File: config.mk
export PLATFORM = sky130hd
export DESIGN_NAME = proc_multicycle_core
export DESIGN_NICKNAME = d
export VERILOG_FILES = /design/src/rtl/proc_multicycle_core_pkg.sv /design/src/rtl/proc_multicycle_core_regfile.sv /design/src/rtl/proc_multicycle_core.sv
export SDC_FILE = /design/constraint.sdc
export NUM_CORES = 2
export LEC_CHECK = 0
export CORE_ASPECT_RATIO = 0.9
export CORE_MARGIN = 2
export CORE_UTILIZATION = 48
export CTS_CLUSTER_DIAMETER = 40
export DETAILED_ROUTE_END_ITERATION = 10
export HOLD_SLACK_MARGIN = 0.03
export SKIP_CTS_REPAIR_TIMING = 1
export SLEW_MARGIN = 15
export SYNTH_ARGS = -nofsm -noshare
export SYNTH_HDL_FRONTEND = slang
export SYNTH_HIERARCHICAL = 1
export SYNTH_SLANG_ARGS = --single-unit
export TNS_END_PERCENT = 10
File: constraint.sdc
create_clock -name i_clk -period 21.5 [get_ports i_clk]
set_clock_uncertainty 0.15 [all_clocks]
set_input_delay 3.225 -clock i_clk [delete_from_list [all_inputs] [get_ports i_clk]]
set_output_delay 3.225 -clock i_clk [all_outputs]
set_load 0.1 [all_outputs]
File: src/rtl/proc_multicycle_core_pkg.sv
// Shared constants for the multi-cycle AR/T core: opcodes, ALU function
// codes, FSM state encoding and instruction field positions.
package proc_multicycle_core_pkg;

    // Opcodes (instruction bits [31:27])
    localparam logic [4:0] OP_AR   = 5'h00;
    localparam logic [4:0] OP_T    = 5'h01;
    localparam logic [4:0] OP_BZ   = 5'h02;
    localparam logic [4:0] OP_HALT = 5'h1F;

    // ALU function codes (instruction bits [26:23]); 8..15 yield zero
    localparam logic [3:0] FN_ADD = 4'd0;
    localparam logic [3:0] FN_SUB = 4'd1;
    localparam logic [3:0] FN_AND = 4'd2;
    localparam logic [3:0] FN_OR  = 4'd3;
    localparam logic [3:0] FN_XOR = 4'd4;
    localparam logic [3:0] FN_SLT = 4'd5;
    localparam logic [3:0] FN_SLL = 4'd6;
    localparam logic [3:0] FN_SRL = 4'd7;

    // Sequencer states; HALT is terminal until reset
    typedef enum logic [2:0] {
        ST_IDLE   = 3'd0,
        ST_FETCH  = 3'd1,
        ST_DECODE = 3'd2,
        ST_EXEC   = 3'd3,
        ST_WB     = 3'd4,
        ST_HALT   = 3'd5
    } state_t;

    // Field positions. T and BZ reuse the rs1 slot as rd/rs1 and carry a
    // 19-bit signed immediate in the low bits.
    localparam int OP_LO  = 27;
    localparam int FN_LO  = 23;
    localparam int RS1_LO = 19;
    localparam int RS2_LO = 15;
    localparam int RD_LO  = 11;
    localparam int IMM_W  = 19;

    function automatic logic [4:0] f_op(input logic [31:0] ir);
        return ir[OP_LO +: 5];
    endfunction

    function automatic logic [3:0] f_func(input logic [31:0] ir);
        return ir[FN_LO +: 4];
    endfunction

endpackage

File: src/rtl/proc_multicycle_core_regfile.sv
// Register file: NUM_REGS x DATA_W, two combinational read ports, one
// synchronous write port, whole array cleared by reset.
module proc_multicycle_core_regfile #(
    parameter int DATA_W   = 32,
    parameter int NUM_REGS = 16
) (
    input  logic              i_clk,
    input  logic              i_rst,
    input  logic [3:0]        i_raddr_a,
    input  logic [3:0]        i_raddr_b,
    output logic [DATA_W-1:0] o_rdata_a,
    output logic [DATA_W-1:0] o_rdata_b,
    input  logic              i_we,
    input  logic [3:0]        i_waddr,
    input  logic [DATA_W-1:0] i_wdata
);

    logic [DATA_W-1:0] r_regs [NUM_REGS];

    // Write port; reset clears every register so no stale value survives
    always_ff @(posedge i_clk or posedge i_rst) begin
        if (i_rst) begin
            for (int i = 0; i < NUM_REGS; i++) begin
                r_regs[i] <= '0;
            end
        end else if (i_we) begin
            r_regs[i_waddr] <= i_wdata;
        end
    end

    assign o_rdata_a = r_regs[i_raddr_a];
    assign o_rdata_b = r_regs[i_raddr_b];

endmodule

File: src/rtl/proc_multicycle_core.sv
// Multi-cycle AR/T core: IDLE -> FETCH -> DECODE -> EXEC -> WB -> FETCH,
// with a req/ready instruction fetch port and a one-cycle writeback trace.
module proc_multicycle_core
    import proc_multicycle_core_pkg::*;
#(
    parameter int DATA_W   = 32,
    parameter int PC_W     = 16,
    parameter int NUM_REGS = 16
) (
    input  logic              i_clk,
    input  logic              i_rst,
    input  logic [PC_W-1:0]   i_start_pc,
    output logic              o_imem_req,
    output logic [PC_W-1:0]   o_imem_addr,
    input  logic              i_imem_ready,
    input  logic [31:0]       i_imem_rdata,
    output logic              o_halted,
    output logic              o_illegal,
    output logic              o_wb_valid,
    output logic [3:0]        o_wb_reg,
    output logic [DATA_W-1:0] o_wb_data
);

    state_t            r_state;
    logic [PC_W-1:0]   r_pc;
    logic [31:0]       r_ir;
    logic [DATA_W-1:0] r_a;
    logic [DATA_W-1:0] r_b;
    logic [DATA_W-1:0] r_imm;
    logic              r_taken;
    logic              r_imem_req;
    logic              r_halted;
    logic              r_illegal;
    logic              r_wb_valid;
    logic [3:0]        r_wb_reg;
    logic [DATA_W-1:0] r_wb_data;

    logic [4:0]        w_op;
    logic [3:0]        w_func;
    logic [3:0]        w_rs1;
    logic [3:0]        w_rs2;
    logic [3:0]        w_rd;
    logic [DATA_W-1:0] w_rdata_a;
    logic [DATA_W-1:0] w_rdata_b;
    logic [DATA_W-1:0] w_imm_ext;
    logic [5:0]        w_shamt;
    logic              w_shamt_ovf;
    logic [DATA_W-1:0] w_alu;

    assign w_op      = f_op(r_ir);
    assign w_func    = f_func(r_ir);
    assign w_rs1     = r_ir[RS1_LO +: 4];
    assign w_rs2     = r_ir[RS2_LO +: 4];
    assign w_rd      = r_ir[RD_LO +: 4];
    assign w_imm_ext = {{(DATA_W-IMM_W){r_ir[IMM_W-1]}}, r_ir[IMM_W-1:0]};
    assign w_shamt   = r_b[5:0];
    assign w_shamt_ovf = (int'(w_shamt) >= DATA_W);

    // Writeback goes to the register file during the WB cycle, so the next
    // DECODE already sees the new value.
    proc_multicycle_core_regfile #(
        .DATA_W   (DATA_W),
        .NUM_REGS (NUM_REGS)
    ) u_regfile (
        .i_clk     (i_clk),
        .i_rst     (i_rst),
        .i_raddr_a (w_rs1),
        .i_raddr_b (w_rs2),
        .o_rdata_a (w_rdata_a),
        .o_rdata_b (w_rdata_b),
        .i_we      (r_wb_valid),
        .i_waddr   (r_wb_reg),
        .i_wdata   (r_wb_data)
    );

    // ALU on the operand latches captured in DECODE
    always_comb begin
        w_alu = '0;
        case (w_func)
            FN_ADD:  w_alu = r_a + r_b;
            FN_SUB:  w_alu = r_a - r_b;
            FN_AND:  w_alu = r_a & r_b;
            FN_OR:   w_alu = r_a | r_b;
            FN_XOR:  w_alu = r_a ^ r_b;
            FN_SLT:  w_alu = {{(DATA_W-1){1'b0}}, ($signed(r_a) < $signed(r_b))};
            FN_SLL:  w_alu = w_shamt_ovf ? '0 : (r_a << w_shamt);
            FN_SRL:  w_alu = w_shamt_ovf ? '0 : (r_a >> w_shamt);
            default: w_alu = '0;
        endcase
    end

    // Instruction sequencer with registered handshake and trace outputs
    always_ff @(posedge i_clk or posedge i_rst) begin
        if (i_rst) begin
            r_state    <= ST_IDLE;
            r_pc       <= '0;
            r_ir       <= '0;
            r_a        <= '0;
            r_b        <= '0;
            r_imm      <= '0;
            r_taken    <= 1'b0;
            r_imem_req <= 1'b0;
            r_halted   <= 1'b0;
            r_illegal  <= 1'b0;
            r_wb_valid <= 1'b0;
            r_wb_reg   <= '0;
            r_wb_data  <= '0;
        end else begin
            case (r_state)
                ST_IDLE: begin
                    r_pc       <= i_start_pc;
                    r_imem_req <= 1'b1;
                    r_state    <= ST_FETCH;
                end
                ST_FETCH: begin
                    // Address and request stay put until memory answers
                    if (i_imem_ready) begin
                        r_ir       <= i_imem_rdata;
                        r_imem_req <= 1'b0;
                        r_state    <= ST_DECODE;
                    end
                end
                ST_DECODE: begin
                    r_a     <= w_rdata_a;
                    r_b     <= w_rdata_b;
                    r_imm   <= w_imm_ext;
                    r_state <= ST_EXEC;
                end
                ST_EXEC: begin
                    case (w_op)
                        OP_AR: begin
                            r_wb_valid <= 1'b1;
                            r_wb_reg   <= w_rd;
                            r_wb_data  <= w_alu;
                            r_state    <= ST_WB;
                        end
                        OP_T: begin
                            r_wb_valid <= 1'b1;
                            r_wb_reg   <= w_rs1;
                            r_wb_data  <= r_imm;
                            r_state    <= ST_WB;
                        end
                        OP_BZ: begin
                            r_taken <= (r_a == '0);
                            r_state <= ST_WB;
                        end
                        OP_HALT: begin
                            r_halted <= 1'b1;
                            r_state  <= ST_HALT;
                        end
                        default: begin
                            r_halted  <= 1'b1;
                            r_illegal <= 1'b1;
                            r_state   <= ST_HALT;
                        end
                    endcase
                end
                ST_WB: begin
                    r_wb_valid <= 1'b0;
                    if ((w_op == OP_BZ) && r_taken) begin
                        r_pc <= r_pc + r_imm[PC_W-1:0];
                    end else begin
                        r_pc <= r_pc + 1'b1;
                    end
                    r_imem_req <= 1'b1;
                    r_state    <= ST_FETCH;
                end
                ST_HALT: begin
                    r_state <= ST_HALT;
                end
                default: begin
                    r_state <= ST_IDLE;
                end
            endcase
        end
    end

    assign o_imem_req  = r_imem_req;
    assign o_imem_addr = r_pc;
    assign o_halted    = r_halted;
    assign o_illegal   = r_illegal;
    assign o_wb_valid  = r_wb_valid;
    assign o_wb_reg    = r_wb_reg;
    assign o_wb_data   = r_wb_data;

endmodule

== Word-level counts from Yosys, hierarchy flattened ==
Index checks and enable logic that the tools add are counted.

* Input port bits: 51
* Bits in registers: 687
* Output and inout bits: 56

* Multiplexer cells: 23
* $add $sub $neg: 4
* Equality and inequality tests: 17
* Bitwise gates (word level): 8
* Reductions and logical operators: 21
* Shifts and indexed selects: 2
* Magnitude comparators: 6

{| class="wikitable"
|+ Operators with widths
! operator !! number
|-
| 512-bit bitwise mux || 1
|-
| 32-bit binary-select mux with 4-bit select || 2
|-
| 32-bit one-hot mux with 8 select lines || 1
|-
| 32-bit two-way mux || 7
|-
| 32-bit demux with 4-bit select || 1
|-
| 32-bit one-hot mux with 2 select lines || 1
|-
| 32-bit adder || 1
|-
| 32-bit AND || 1
|-
| 32-bit logical NOT || 1
|-
| 32-bit < comparator || 1
|-
| 32-bit OR || 1
|-
| 16-bit one-hot mux with 2 select lines || 1
|-
| 32-bit by 6-bit left shift with 32-bit output || 1
|-
| 32-bit by 6-bit right shift with 32-bit output || 1
|-
| 32-bit subtractor || 1
|-
| 32-bit bitwise XOR || 1
|-
| 16-bit by 1-bit adder with 16-bit output (second input constant) || 1
|-
| 16-bit adder || 1
|-
| 4-bit by 3-bit equality test with 1-bit output (second input constant) || 4
|-
| 16-bit two-way mux || 1
|-
| 5-bit greater-or-equal comparator (second input constant) || 3
|-
| 4-bit inverter with 5-bit output || 3
|-
| 3-bit one-hot mux with 5 select lines || 1
|-
| 2-bit AND reduction || 7
|-
| other kinds (24) || 37
|}

== Depth between registers and ports, before layout ==
* Word-level depth: 6
* Depth in mapped cells: 17
* Gate-level depth less buffers: 17

== Modules after synthesis ==
Netlist, hierarchy kept.

{| class="wikitable"
|+ Modules (own cells, without submodules)
! module !! cells an instance !! instances !! area an instance (sq um)
|-
| proc_multicycle_core_regfile || 1,681 || 1 || 26,629.3
|-
| proc_multicycle_core || 1,938 || 1 || 15,626.2
|}

== Worst setup path after synthesis ==
OpenSTA, ideal clock, no wires.

* Kind: input -> register
* Start: input port i_imem_ready
* End: register r_ir[0]
* Library setup time: 125 ps
* Path buffers: 1
* Stages on the path: 4
* Required time: 21,225 ps
* Data arrival time: 4,641 ps
* Setup slack: 16,584 ps
* Path through: nand2_1 > nor3b_1 > clkbuf_1 > mux2_2

* Word-level cells in the longest chain between the ends: 1

{| class="wikitable"
|+ Ends and longest elaborated chain
! element !! RTL line !! text
|-
| start: declaration || proc_multicycle_core.sv:15 || <nowiki>input logic i_imem_ready,</nowiki>
|-
| 2-bit AND reduction (no line) || -- ||
|-
| end signal: assignment || proc_multicycle_core.sv:118 || <nowiki>r_ir <= i_imem_rdata;</nowiki>
|-
| end: declaration || proc_multicycle_core.sv:26 || <nowiki>logic [31:0] r_ir;</nowiki>
|}

No other way between the ends.
A chain may end at the register's enable or synchronous reset.

== Worst setup path in the final report ==
* Start: register r_wb_data[14], in the netlist o_wb_data[14]
* End: output port o_wb_data[14]

{| class="wikitable"
|+ RTL lines
! element !! RTL line !! text
|-
| start: declaration || proc_multicycle_core.sv:36 || <nowiki>logic [DATA_W-1:0] r_wb_data;</nowiki>
|-
| start signal: assignment || proc_multicycle_core.sv:134 || <nowiki>r_wb_data <= w_alu;</nowiki>
|-
| start signal: assignment || proc_multicycle_core.sv:140 || <nowiki>r_wb_data <= r_imm;</nowiki>
|-
| end: declaration || proc_multicycle_core.sv:21 || <nowiki>output logic [DATA_W-1:0] o_wb_data</nowiki>
|}

No word-level cell between the ends.

==> metrics <==
status complete, no violations; # rows 103; CTS max path bufs 3; Num CTS Buffers 106; CP required 18.12 ns; setup violators final 0; H-tree lvl count 3; PnR Total Power 0.00752 W; Core Footprint 0.0875 mm2; vias per inst 6.75; asr flop ratio synth 1.00; pwr/cell area 156 mW/mm2; final hold vios 0; sequential fraction of the synthesis area 0.407; Worst Max-Slew Pin Slew 1.18 ns; number of flip-flops in the largest register 512; Crit Path Max Fanout 18; #FFs+latches synth 687; first-pass GRT wire length 225,000 um; Sum Neg Setup Slack 0 ns; top post-synthesis cells by area dfrtp_1 (41%), mux4_2 (14%), mux2_2 (14%), ha_1 (3.8%), a22oi_1 (2.5%); layout cells sized above 1 0.311; Die Height 285 um; RD Place Congestion 1.02; drt pass-1 iters 6; DR WL/cell 31.3 um; Biggest register u_regfile/r_regs; initial antenna violation count 5; I/O Buffers 106; largest net degree at the start of global routing 149; yosys warns 6; Clock Latency Late Sink 0.70 ns; Setup crit end kind output port; kind of cell adding the most delay to the critical path buffers and inverters; grt ovf 0; Largest stage delay, worst path 1.28 ns; Die W 317 um; via count of the first global-routing pass 32,900; Starting Density 0.483; Max-Cap Viols 0; DRC Markers 0; Clock transition at path regs 0.05 ns; initial DRC count 3,678; Avg Cell Area, Syn 11.7 um2; post-route ant nets 0; die area 0.0904 mm2; TritonCTS clock tree yes; final wirelength 152,000 um; dpl hpwl 99,100 um; Synthesized Nets 3,802; CP max-delay cell clkdlybuf4s50_1; area share of the largest cell type after synthesis 0.407; post-synthesis instance total 3,619; Final Max Slew Viols 0; Critical Path AT 2.89 ns; final critical-path share of the clock period 0.291; # clock sinks 687; I/O pin count 107; EDFF count, synth 0; HP Class register to register; fmax 160 MHz; critical path class register to output port; Static Leakage 21.2 nW; unrepaired setup endpoints after global routing false; Post-Syn Area 0.0423 mm2; GRT Util Overall 0.336; crit-path cells clkdlybuf4s50_1; largest area contributor in the netlist dfrtp_1; headroom to the max-slew limit 0.208; area grow syn2layout 13.9%; startpoint type of the worst setup path register; min Tclk post-route 6.26 ns; Netlist cell types 86; DR vias 32,700; Max VDD drop 0.0000924 V; root buf cell clkbuf_16; Net count, final 3,786; Synth Flop Type dfrtp_1; Worst Path Buf+Inv 1
==> cell usage in the layout (no fill, tap or decap), types with 64 or more instances in the layout <==
cell type,instances
a21oi_1,179
a22oi_1,138
buf_4,74
clkbuf_16,106
clkdlybuf4s50_1,106
dfrtp_1,679
ha_1,129
inv_1,103
mux2_2,526
mux2i_1,64
mux4_2,271
nand2_1,252
nor2_1,195
o21ai_0,170
==> stage by stage <==
step	instance area (um2)	setup slack, ns	instances	util	hold WS [ns]
CTS	48100	15.24	4848	0.550	0.317
floorplan	42300	3.83	3619	-	0.320
global placement	44300	15.13	4650	0.506	0.297
global route	48100	15.22	4848	0.550	0.343
finish	48100	15.24	4849	0.550	0.316
detailed placement	44300	14.98	4650	0.506	0.294
==> path summary, 6_finish.rpt <==
check	slack (ns)	endpoint	depth (start not counted)	from
worst min register to register	0.32	o_illegal	1	o_illegal
worst min-delay path	0.32	o_illegal	1	o_illegal
worst max-delay path	15.24	o_wb_data[14]	1	o_wb_data[14]
min in group asynchronous	3.05	u_regfile/r_regs[226]	2	i_rst
worst max register to register	16.78	o_wb_data[0]	12	r_b[4]
max in group asynchronous	15.68	u_regfile/r_regs[59]	4	i_rst
==> final cells by class <==
cell class                 instances  area [um2]
sequential                       687       17200
antenna                            1        2.50
multi-input combinational       2516       23600
fill                            7287       39400
inverter                         111         432
timing repair buffer             181        1640
clock buffer                     126        2790
tap                             1155        1450
clock inverter                    72        1070
==> synth_stat cells, drive strengths merged (18+ instances only) <==
cell / count
nand3: 27
buf: 107
clkbuf: 198
a22oi: 138
a211oi: 29
mux2: 575
inv: 106
xnor2: 19
o21ai: 188
a221oi: 29
nand2: 254
nor4: 20
mux2i: 64
o211ai: 19
a31oi: 20
mux4: 271
a21o: 25
nor2: 205
ha: 129
a21oi: 182
nor2b: 26
nor3: 40
and3: 25
nand2b: 18
dfrtp: 687
==> metal layers <==
metal	up-vias	wire length [um]	GRT usage	part of all wire
li1	13600	-	-	-
met2	1629	67500	0.499	0.44
met1	17100	64700	0.492	0.43
met4	4	5190	0.110	0.034
met3	354	14300	0.0729	0.094
met5	-	24	0	0.00016
==> logic make-up after synthesis <==
group           Yosys count  share of synthesized area
xor+xnor                 25                    0.00518
simple gates            666                     0.0708
compound gates          783                      0.122
flops                   687                      0.407
buf+inv                 416                     0.0401
fa+ha+maj               132                     0.0396
mux                     910                      0.315
==> power breakdown <==
| group | leakage, nW | total (W) | switching, W | internal (W) |
|---|---|---|---|---|
| logic | 10.1 | 0.00343 | 0.00208 | 0.00135 |
| clock network | 1.87 | 0.00185 | 0.000679 | 0.00117 |
| registers | 9.22 | 0.00224 | 0.000568 | 0.00167 |
(Power assumes the default switching activity.)
